## src/rtl/tx_ring_ctrl_if.sv

```systemverilog
// tx_ring_ctrl_if: groups the producer word stream, the consumer byte stream and
// the occupancy status of tx_ring_ctrl.
//
// Handshake rule, identical on both streams: a transfer happens on a rising clk
// edge where valid and ready are both 1. The source may not drop valid or change
// its payload while valid=1 and ready=0. ready may depend combinationally on
// state, but never on valid.
//
// Signals:
//   in_data/in_keep/in_last/in_valid -> ring    producer word, byte-keep, frame end
//   in_ready                         <- ring    ring can take a word
//   out_data/out_last/out_valid      <- ring    transmit byte, frame end, valid
//   out_ready                        -> ring    consumer takes the byte
//   level / frames_pending           <- ring    words stored / complete frames waiting
interface tx_ring_ctrl_if #(
  parameter int ADDR_WIDTH = 5,
  parameter int DATA_WIDTH = 48,
  parameter int BE_WIDTH   = 6
);
  logic [DATA_WIDTH-1:0] in_data;
  logic [BE_WIDTH-1:0]   in_keep;
  logic                  in_last;
  logic                  in_valid;
  logic                  in_ready;
  logic [7:0]            out_data;
  logic                  out_last;
  logic                  out_valid;
  logic                  out_ready;
  logic [ADDR_WIDTH:0]   level;
  logic [ADDR_WIDTH:0]   frames_pending;

  // Producer/consumer side (the environment around the ring).
  modport master (
    output in_data, in_keep, in_last, in_valid, out_ready,
    input  in_ready, out_data, out_last, out_valid, level, frames_pending
  );

  // Ring side.
  modport slave (
    input  in_data, in_keep, in_last, in_valid, out_ready,
    output in_ready, out_data, out_last, out_valid, level, frames_pending
  );
endinterface

```

## src/rtl/tx_ring_ctrl.sv

```systemverilog
// tx_ring_ctrl: word-wide transmit ring feeding a byte serializer.
// Producer words (6 bytes, most significant byte first) are stored in a
// 2**ADDR_WIDTH-deep ring together with their byte count and frame-end flag.
// A serializer starts a frame once a complete frame is stored, or once the
// ring is full (cut-through, so frames longer than the ring cannot deadlock).
//
// Ports:
//   clk        sole clock, rising edge
//   rst        synchronous active-high reset
//   bus        tx_ring_ctrl_if.slave (word input, byte output, status)
//   state_dbg  serializer state: 0 IDLE, 1 FETCH, 2 SHIFT
module tx_ring_ctrl #(
  parameter int ADDR_WIDTH = 5,
  parameter int DATA_WIDTH = 48,
  parameter int BE_WIDTH   = 6
) (
  input  logic                clk,
  input  logic                rst,
  tx_ring_ctrl_if.slave       bus,
  output logic [1:0]          state_dbg
);

  localparam int DEPTH = 1 << ADDR_WIDTH;
  localparam int CW    = $clog2(BE_WIDTH + 1);

  typedef enum logic [1:0] {
    IDLE  = 2'd0,
    FETCH = 2'd1,
    SHIFT = 2'd2
  } state_t;

  typedef struct packed {
    logic [DATA_WIDTH-1:0] data;
    logic [CW-1:0]         cnt;
    logic                  last;
  } entry_t;

  state_t state, state_nxt;

  entry_t mem [DEPTH];
  entry_t wr_entry, rd_entry;

  logic [ADDR_WIDTH:0]   wr_ptr, rd_ptr, pend;
  logic                  full, empty, push, fetch;
  logic                  pend_inc, pend_dec;
  logic [CW-1:0]         keep_cnt;
  logic [DATA_WIDTH-1:0] shift_q;
  logic [CW-1:0]         cnt_q;
  logic                  last_q;

  // Pointers carry one extra wrap bit so full and empty are distinguishable.
  assign full  = (wr_ptr[ADDR_WIDTH] != rd_ptr[ADDR_WIDTH]) &&
                 (wr_ptr[ADDR_WIDTH-1:0] == rd_ptr[ADDR_WIDTH-1:0]);
  assign empty = (wr_ptr == rd_ptr);

  assign bus.in_ready = !full && !rst;
  assign push         = bus.in_valid && bus.in_ready;
  assign fetch        = (state == FETCH);

  // Byte count of a last word; keep is contiguous from the top bit, and an
  // all-zero keep still sends the top byte so the frame end is never lost.
  always_comb begin
    keep_cnt = '0;
    for (int i = 0; i < BE_WIDTH; i++) begin
      keep_cnt = keep_cnt + CW'(bus.in_keep[i]);
    end
    if (bus.in_keep == '0) begin
      keep_cnt = CW'(1);
    end
  end

  always_comb begin
    wr_entry.data = bus.in_data;
    wr_entry.cnt  = bus.in_last ? keep_cnt : CW'(BE_WIDTH);
    wr_entry.last = bus.in_last;
  end

  // Storage is not reset. A full ring blocks pushes, so a write never lands
  // on an unfetched slot.
  always_ff @(posedge clk) begin
    if (push) begin
      mem[wr_ptr[ADDR_WIDTH-1:0]] <= wr_entry;
    end
  end

  assign rd_entry = mem[rd_ptr[ADDR_WIDTH-1:0]];

  // A frame stops being pending when its last word is fetched.
  assign pend_inc = push && bus.in_last;
  assign pend_dec = fetch && rd_entry.last;

  always_ff @(posedge clk) begin
    if (rst) begin
      wr_ptr <= '0;
      rd_ptr <= '0;
      pend   <= '0;
    end else begin
      if (push) begin
        wr_ptr <= wr_ptr + 1'b1;
      end
      if (fetch) begin
        rd_ptr <= rd_ptr + 1'b1;
      end
      case ({pend_inc, pend_dec})
        2'b10:   pend <= pend + 1'b1;
        2'b01:   pend <= pend - 1'b1;
        default: pend <= pend;
      endcase
    end
  end

  always_ff @(posedge clk) begin
    if (rst) begin
      state <= IDLE;
    end else begin
      state <= state_nxt;
    end
  end

  always_comb begin
    state_nxt = state;
    case (state)
      IDLE: begin
        if ((pend != '0) || full) begin
          state_nxt = FETCH;
        end
      end
      FETCH: begin
        state_nxt = SHIFT;
      end
      SHIFT: begin
        if (bus.out_ready && (cnt_q == CW'(1))) begin
          // Continue a frame only while words are on hand; otherwise wait in
          // IDLE for the frame end or a full ring.
          state_nxt = (!last_q && !empty) ? FETCH : IDLE;
        end
      end
      default: state_nxt = IDLE;
    endcase
  end

  // The fetched word lands directly in the shift register (registered read).
  always_ff @(posedge clk) begin
    if (rst) begin
      shift_q <= '0;
      cnt_q   <= '0;
      last_q  <= 1'b0;
    end else if (fetch) begin
      shift_q <= rd_entry.data;
      cnt_q   <= rd_entry.cnt;
      last_q  <= rd_entry.last;
    end else if ((state == SHIFT) && bus.out_ready) begin
      shift_q <= shift_q << 8;
      cnt_q   <= cnt_q - 1'b1;
    end
  end

  assign bus.out_valid      = (state == SHIFT);
  assign bus.out_data       = shift_q[DATA_WIDTH-1 -: 8];
  assign bus.out_last       = (state == SHIFT) && (cnt_q == CW'(1)) && last_q;
  assign bus.level          = wr_ptr - rd_ptr;
  assign bus.frames_pending = pend;
  assign state_dbg          = state;

endmodule

```

## src/flat_wrapper.sv

```systemverilog
// flat-port wrapper written by rule: the top's interface ports become plain ports
module tx_ring_ctrl_flat 
#(
  parameter int ADDR_WIDTH = 5,
  parameter int DATA_WIDTH = 48,
  parameter int BE_WIDTH   = 6
)
  (clk, rst, state_dbg, bus_in_data, bus_in_keep, bus_in_last, bus_in_valid, bus_out_ready, bus_in_ready, bus_out_data, bus_out_last, bus_out_valid, bus_level, bus_frames_pending);
  tx_ring_ctrl_if #(.ADDR_WIDTH(ADDR_WIDTH), .DATA_WIDTH(DATA_WIDTH), .BE_WIDTH(BE_WIDTH)) bus_i ();
  input  logic clk;
  input  logic rst;
  output logic [1:0] state_dbg;
  input wire logic [$bits(bus_i.in_data)-1:0] bus_in_data;
  input wire logic [$bits(bus_i.in_keep)-1:0] bus_in_keep;
  input wire logic [$bits(bus_i.in_last)-1:0] bus_in_last;
  input wire logic [$bits(bus_i.in_valid)-1:0] bus_in_valid;
  input wire logic [$bits(bus_i.out_ready)-1:0] bus_out_ready;
  output wire logic [$bits(bus_i.in_ready)-1:0] bus_in_ready;
  output wire logic [$bits(bus_i.out_data)-1:0] bus_out_data;
  output wire logic [$bits(bus_i.out_last)-1:0] bus_out_last;
  output wire logic [$bits(bus_i.out_valid)-1:0] bus_out_valid;
  output wire logic [$bits(bus_i.level)-1:0] bus_level;
  output wire logic [$bits(bus_i.frames_pending)-1:0] bus_frames_pending;
  assign bus_i.in_data = bus_in_data;
  assign bus_i.in_keep = bus_in_keep;
  assign bus_i.in_last = bus_in_last;
  assign bus_i.in_valid = bus_in_valid;
  assign bus_i.out_ready = bus_out_ready;
  assign bus_in_ready = bus_i.in_ready;
  assign bus_out_data = bus_i.out_data;
  assign bus_out_last = bus_i.out_last;
  assign bus_out_valid = bus_i.out_valid;
  assign bus_level = bus_i.level;
  assign bus_frames_pending = bus_i.frames_pending;
  tx_ring_ctrl #(.ADDR_WIDTH(ADDR_WIDTH), .DATA_WIDTH(DATA_WIDTH), .BE_WIDTH(BE_WIDTH)) u_core (.clk(clk), .rst(rst), .bus(bus_i), .state_dbg(state_dbg));
endmodule
```

## config.mk

```make
export PLATFORM = sky130hd
export DESIGN_NAME = tx_ring_ctrl_flat
export DESIGN_NICKNAME = d
export VERILOG_FILES = /design/src/rtl/tx_ring_ctrl_if.sv /design/src/rtl/tx_ring_ctrl.sv /design/src/flat_wrapper.sv
export SDC_FILE = /design/constraint.sdc
export NUM_CORES = 1
export LEC_CHECK = 0
export ABC_CLOCK_PERIOD_IN_PS = 12300
export BUFFER_PORTS_ARGS = -buffer_cell sky130_fd_sc_hd__buf_2
export CAP_MARGIN = 20
export CORE_MARGIN = 4
export CORE_UTILIZATION = 60
export CTS_CLUSTER_DIAMETER = 30
export DETAILED_ROUTE_END_ITERATION = 10
export GPL_ROUTABILITY_DRIVEN = 0
export PLACE_DENSITY_LB_ADDON = 0.2
export SETUP_SLACK_MARGIN = 0.2
export SLEW_MARGIN = 20
export SYNTH_ARGS = -nofsm -noshare
export SYNTH_HDL_FRONTEND = slang
export SYNTH_SLANG_ARGS = --single-unit
```

## constraint.sdc

```tcl
create_clock -name clk -period 12.3 [get_ports clk]
set_input_delay 1.23 -clock clk [delete_from_list [all_inputs] [get_ports clk]]
set_output_delay 1.23 -clock clk [all_outputs]
set_load 0.05 [all_outputs]
```

==> run_results.csv, run 1 <==
group,metric,value,unit
floorplan,ioPinCount,84,
clock_network,cts_resized,0,
clock_network,cts_tree,"done",
job,cap_violations,0,
clock_network,postCtsHoldBufs,0,
sta,maxSlewHeadroom,0.222,
route,dr_wl_met3,18700,µm
finish,syn_to_final_growth,19.4,%
route,num_vias,34700,
route,drt_iter0_drc,4780,
sta,setup_viol_count_final,0,
yosys,yosysSeqAreaShare,0.770,
min_path,holdPathStages,2,
yosys,yosys_most_used_dff,"edfxtp_1",
yosys,synthTopCellsByArea,"edfxtp_1, mux4_2, mux2i_1",
sta,fin_skew,0.0885,ns
sta,setup_tns,0,ns
floorplan,core_area,111000,µm²
floorplan,die_area,117000,µm²
yosys,synth-edff-count,1664,
worst_setup_path,r2r-end,"u_core.bus.frames_pending[4]",
worst_setup_path,rr_worst_depth,15,
place,post-dp-hpwl,83500,µm
power,worst_ir_drop_vdd,187,µV
global_routing,grt_pass1_wl,250000,µm
route,met2_wirelength,82400,µm
floorplan,start_util,0.605,
global_routing,grt_usage,0.297,
place,io_buffer_count,83,
clock_network,worstSkewPairLatency,0.91,ns
floorplan,die_x,342,µm
worst_setup_path,arrival,6.01,ns
yosys,yosys.area.top_type,"edfxtp_1",
worst_setup_path,start_kind,"flop",
route,drt-total-wl,171000,µm
yosys,synth.cells.most_frequent,"edfxtp_1, mux4_2, mux2i_1, nor2_1, dfxtp_1",
route,postRouteAntennaNets,0,
global_routing,grt_max_degree,143,
yosys,yosysMostFrequentCell,"edfxtp_1",
min_path,hold_path_class,"reg -> reg",
route,drt-met1-wl,63600,µm
global_routing,grt_pass1_vias,36300,
clock_network,cts_sinks,1741,
finish,fillers,6114,
floorplan,die_h,342,µm
yosys,synth_fp_nets,3157,
clock_network,cts.reportedPaths.clkPinSlew,0.04,ns
place,dp_slack,6.86,ns
min_path,hold_start,"u_core.last_q",
clock_network,post_cts_buffers,0,
finish,layout.nets,3446,
route,routed.top_layer,"met4",
route,drcViolationCount,0,
power,leakagePower,25.3,nW
yosys,yosys.area.top_type_share,0.747,
global_routing,antenna_found_initial,6,
yosys,ys_types,47,
sta,rsz0062_at_grt,"false",
yosys,synthArstFlopShare,0,
worst_setup_path,setup.worst_path.end_class,"flop",
clock_network,htreeDepth,5,
route,wl_per_cell,33.4,µm
worst_setup_path,worst-endpoint-required,12.99,ns
yosys,ys.warnings.count,0,
clock_network,numCtsBuffers,326,
route,viasPerCell,6.80,
yosys,synth-seq-cells,1741,
sta,fin_crit_sh,0.433,
clock_network,cts-root-buf,"clkbuf_16",
sta,layout_min_cycle_time,5.32,ns
route,dr.pass1.iters,5,
worst_setup_path,crit_type,"reg -> reg",
power,p_per_area,220,nW/µm²
global_routing,gr-total-overflow,0,
sta,worst_pin_slew,1.17,ns
status,status,"finished, final reports clean",
sta,fmaxAchievable,0.188,GHz
worst_setup_path,r2r_setup_slack,6.98,ns
yosys,syn_area_per_cell,21.8,µm²
worst_setup_path,cp_max_fo,100,
yosys,synth_area,66900,µm²
min_path,worstHoldEndpoint,"u_core.last_q",
floorplan,row_count,122,
finish,drive_gt1_frac,0.309,
sta,worst_slack,6.98,ns
yosys,synthCells,3074,
sta,hold_viol,0,
clock_network,ctsLongestPathBuffers,4,
sta,drv_slew,0,
[cell families (layout without fill, tap and decap cells)]
group	count (synthesis)	after routing	share of synthesized area
compound gates	293	293	0.0369
xor+xnor	20	20	0.00262
fa+ha+maj	24	24	0.00505
buf+inv	206	745	0.0164
flops	1741	1741	0.770
mux	569	569	0.154
other cells	0	6	0
simple gates	221	221	0.0156
[worst max-delay path, stage by stage (launching register included)]
cell	delay [ns]
dfxtp_4	0.78
buf_12	0.69
buf_12	0.69
mux4_2	0.60
o221ai_1	0.26
a21oi_1	0.07
o21ai_1	0.23
inv_1	0.08
ha_1	0.29
fa_1	0.45
a21o_1	0.19
a21oi_1	0.24
xor2_1	0.21
nor2_1	0.07
a21oi_1	0.15
nor2_1	0.06
[flip-flops by register name (all words and copies together) (netlist names), named ones only]
signal / count
u_core.mem: 1664
u_core.bus.frames_pending: 6
u_core.last_q: 1
u_core.cnt_q: 3
u_core.state_dbg: 2
u_core.shift_q: 48
u_core.wr_ptr: 6
u_core.rd_ptr: 6
[worst max-delay path by stage]
stage          cells past startpoint  from  slack [ns]                            to
2_1_floorplan                      5   rst        7.51             u_core.mem[31][0]
3_3_place_gp                      15  flop        7.05  u_core.bus.frames_pending[4]
3_5_place_dp                      15  flop        6.86  u_core.bus.frames_pending[4]
4_1_cts                           15  flop        6.85  u_core.bus.frames_pending[4]
5_1_grt                           15  flop        6.52  u_core.bus.frames_pending[4]
6_report                          15  flop        6.98  u_core.bus.frames_pending[4]
[routing by layer]
metal  vias up  global-route usage
met4         0               0.112
met3       408              0.0752
met2      2414               0.462
met1     18200               0.415
met5         -                   0
li1      13700                   -
[area by class of cell]
class / instances / area (µm²) / share of cell area
Clock buffer: 366 / 8520 / 0.107
Timing Repair Buffer: 144 / 927 / 0.0116
Antenna cell: 6 / 15.0 / 0.000188
Sequential cell: 1741 / 51500 / 0.645
Inverter: 23 / 87.6 / 0.00110
Clock inverter: 212 / 2360 / 0.0296
Tap cell: 1488 / 1860 / 0.0233
Multi-Input combinational cell: 1127 / 14600 / 0.183
[metrics by stage]
stage,power [W],util,instances,hold slack [ns],area (µm²)
2_1_floorplan,0.00842,-,3074,0.422,66900
3_3_place_gp,0.00886,0.624,4523,0.486,69000
3_5_place_dp,0.00888,0.624,4523,0.499,69000
4_1_cts,0.0176,0.722,5101,0.504,79900
5_1_grt,0.0181,0.722,5102,0.544,79900
6_report,0.0176,0.722,5107,0.514,79900
[power breakdown]
group | internal, W | switching [W] | total, W | leakage, nW
registers | 0.00660 | 0.000126 | 0.00672 | 15.6
logic | 0.000970 | 0.00109 | 0.00206 | 4.44
clock network | 0.00581 | 0.00296 | 0.00877 | 5.24
[cells in the final DEF (no fill, tap or decap), types with 19 or more instances in the layout]
cell type	netlist	final
a2111oi_2	40	40
a211oi_1	47	47
a21oi_1	28	28
buf_2	60	83
buf_4	21	56
bufinv_16	0	39
clkbuf_1	69	26
clkbuf_16	0	332
clkinv_1	0	38
clkinv_2	0	38
clkinv_4	0	31
clkinvlp_4	0	33
dfxtp_1	77	72
edfxtp_1	1664	1664
ha_1	19	19
inv_1	23	22
inv_6	0	28
mux2i_1	202	202
mux4_2	367	367
nand2_1	32	29
nor2_1	101	68
nor2_4	0	33
nor2b_1	47	47
o221ai_1	54	54
o22ai_1	46	46
o32ai_1	42	42
Power figures use the tool's default switching activity.
==> run 2: changes to the inputs <==
--- a/config.mk
+++ b/config.mk
@@ -5,11 +5,11 @@
 export SDC_FILE = /design/constraint.sdc
 export NUM_CORES = 1
 export LEC_CHECK = 0
-export ABC_CLOCK_PERIOD_IN_PS = 12300
+export ABC_CLOCK_PERIOD_IN_PS = 4300
 export BUFFER_PORTS_ARGS = -buffer_cell sky130_fd_sc_hd__buf_2
 export CAP_MARGIN = 20
 export CORE_MARGIN = 4
-export CORE_UTILIZATION = 60
+export CORE_UTILIZATION = 56
 export CTS_CLUSTER_DIAMETER = 30
 export DETAILED_ROUTE_END_ITERATION = 10
 export GPL_ROUTABILITY_DRIVEN = 0
==> constraint.sdc (replaced) <==
create_clock -name clk -period 4.3 [get_ports clk]
set_input_delay 0.43 -clock clk [delete_from_list [all_inputs] [get_ports clk]]
set_output_delay 0.43 -clock clk [all_outputs]
set_load 0.05 [all_outputs]
==> run 2 against run 1 <==
Global-route usage is 2.5 points lower. Die area rose by 7.0%. Final cell count is 3.0% higher. Design area increased by 0.87%. Critical endpoint is now u_core.mem[26][23]. Highest routed layer is now met5.
==> run_results.csv, run 2 (same netlist as run 1, synthesis figures left out) <==
group,metric,value,unit
finish,final_cell_mix,"edfxtp_1, mux4_2, clkbuf_16",
sta,hold_viol,0,
job,cap_violations,0,
route,drcViolationCount,0,
clock_network,worstSkewPairLatency,0.88,ns
power,worst_ir_drop_vdd,547,µV
worst_setup_path,worst-endpoint-required,4.80,ns
sta,worst_pin_slew,0.912,ns
route,viasPerCell,6.49,
clock_network,post_cts_buffers,0,
clock_network,htreeDepth,5,
worst_setup_path,slowest_delay,0.70,ns
worst_setup_path,arrival,4.16,ns
worst_setup_path,crit_type,"reg -> reg",
clock_network,postCtsHoldBufs,3,
route,wl_per_cell,31.9,µm
worst_setup_path,crit_buf_inv,2,
sta,fin_crit_sh,0.851,
floorplan,core_area,118000,µm²
worst_setup_path,cp_max_fo,31,
place,dpl_cell_area,69700,µm²
clock_network,cts_tree,"done",
route,num_vias,34200,
route,dr.pass1.iters,6,
clock_network,cts-root-buf,"clkbuf_16",
clock_network,cts.reportedPaths.clkPinSlew,0.05,ns
min_path,hold_path_class,"in -> reg",
global_routing,grt_max_degree,96,
route,postRouteAntennaNets,0,
sta,layout_min_cycle_time,3.66,ns
global_routing,gr-total-overflow,0,
clock_network,cts_resized,0,
floorplan,start_util,0.565,
finish,postLayoutCellArea,80600,µm²
floorplan,die_h,354,µm
worst_setup_path,start_kind,"flop",
sta,setup_viol_count_final,0,
floorplan,die_area,125000,µm²
place,io_buffer_count,83,
sta,maxSlewHeadroom,0.392,
sta,setup_tns,0,ns
power,p_per_area,622,nW/µm²
sta,drv_slew,0,
clock_network,ctsLongestPathBuffers,4,
clock_network,cts_sinks,1741,
worst_setup_path,path_delay_family,"simple AND/OR/NAND/NOR gates",
floorplan,ioPinCount,84,
floorplan,row_count,126,
power,leakagePower,25.6,nW
route,drt_iter0_drc,4119,
clock_network,numCtsBuffers,327,
worst_setup_path,setup.worst_path.end_class,"flop",
global_routing,grt_pass1_vias,35700,
status,status,"finished, final reports clean",
finish,syn_to_final_growth,20.4,%
worst_setup_path,cp_cell_sequence,"inv_1, ha_1, nand3_1, nor2_1, a21oi_2, nand2_1, nor2_4, buf_12",
global_routing,grt_usage,0.272,
worst_setup_path,slowest_stage,"nor2_4",
finish,largest_reg_flops,1664,
global_routing,antenna_found_initial,3,
sta,timing.hold.ws,0.0629,ns
finish,layout_commonest_cell,"edfxtp_1",
sta,fin_skew,0.0571,ns
place,post-dp-hpwl,88300,µm
route,drt-total-wl,168000,µm
sta,rsz0062_at_grt,"false",
global_routing,grt_pass1_wl,247000,µm
finish,drive_gt1_frac,0.316,
finish,layout.nets,3489,
sta,fmaxAchievable,0.273,GHz
floorplan,die_x,354,µm
-- run 2: cell types whose count changed in the layout (fill, tap and decap cells not counted), sizes merged --
cell | previous run | this run
bufinv | 39 | 38
clkbuf | 366 | 375
inv | 51 | 54
diode | 6 | 1
clkinv | 112 | 116
dlygate4sd3 | 0 | 3
buf | 144 | 183
clkinvlp | 33 | 23
-- run 2: layer usage --
layer,up-vias,part of all wire,global-route usage
li1,13800,-,-
met1,18100,0.39,0.383
met2,1948,0.48,0.426
met3,314,0.099,0.0651
met4,2,0.028,0.0895
met5,-,0.000077,0
-- run 2: layout make-up --
class	instances	area, µm²
fillers	7155	37800
multi-input cells	1127	14600
inverters	23	87.6
flip-flops and latches	1741	51500
well taps	1600	2000
clock inverters	208	2290
repair buffers	186	1530
clock buffers	375	8560
diodes	1	2.50
-- run 2: path summary, 6_finish.rpt --
path / from / endpoint / slack, ns / cells past startpoint
setup / recovery: u_core.wr_ptr[0] / u_core.mem[26][23] / 0.64 / 8
hold / removal: rst / u_core.wr_ptr[0] / 0.06 / 3
setup reg to reg: u_core.wr_ptr[0] / u_core.mem[26][23] / 0.64 / 8
hold reg to reg: u_core.shift_q[1] / u_core.shift_q[1] / 0.50 / 1
-- run 2: where the power goes --
group / internal (W) / switching, W / leakage (nW)
clock: 0.0166 / 0.00835 / 5.28
combinational: 0.00281 / 0.00321 / 4.72
sequential: 0.0189 / 0.000291 / 15.6
total: 0.0383 / 0.0118 / 25.6
-- run 2: tightest hold or removal path, delay by kind of cell --
kind / cells / cell delay, ns
and+or+nand+nor: 1 / 0.13
buffers and inverters: 2 / 0.33
-- run 2: metrics by stage --
| step | power (W) | utilization | instances | worst slack, ns |
|---|---|---|---|---|
| CTS | 0.0504 | 0.681 | 5260 | 0.709 |
| finish | 0.0501 | 0.681 | 5261 | 0.642 |
| global route | 0.0517 | 0.681 | 5260 | 0.421 |
| detailed placement | 0.0255 | 0.589 | 4674 | 0.747 |
| global placement | 0.0254 | 0.589 | 4674 | 0.809 |
| floorplan | 0.0241 | - | 3074 | 0.104 |
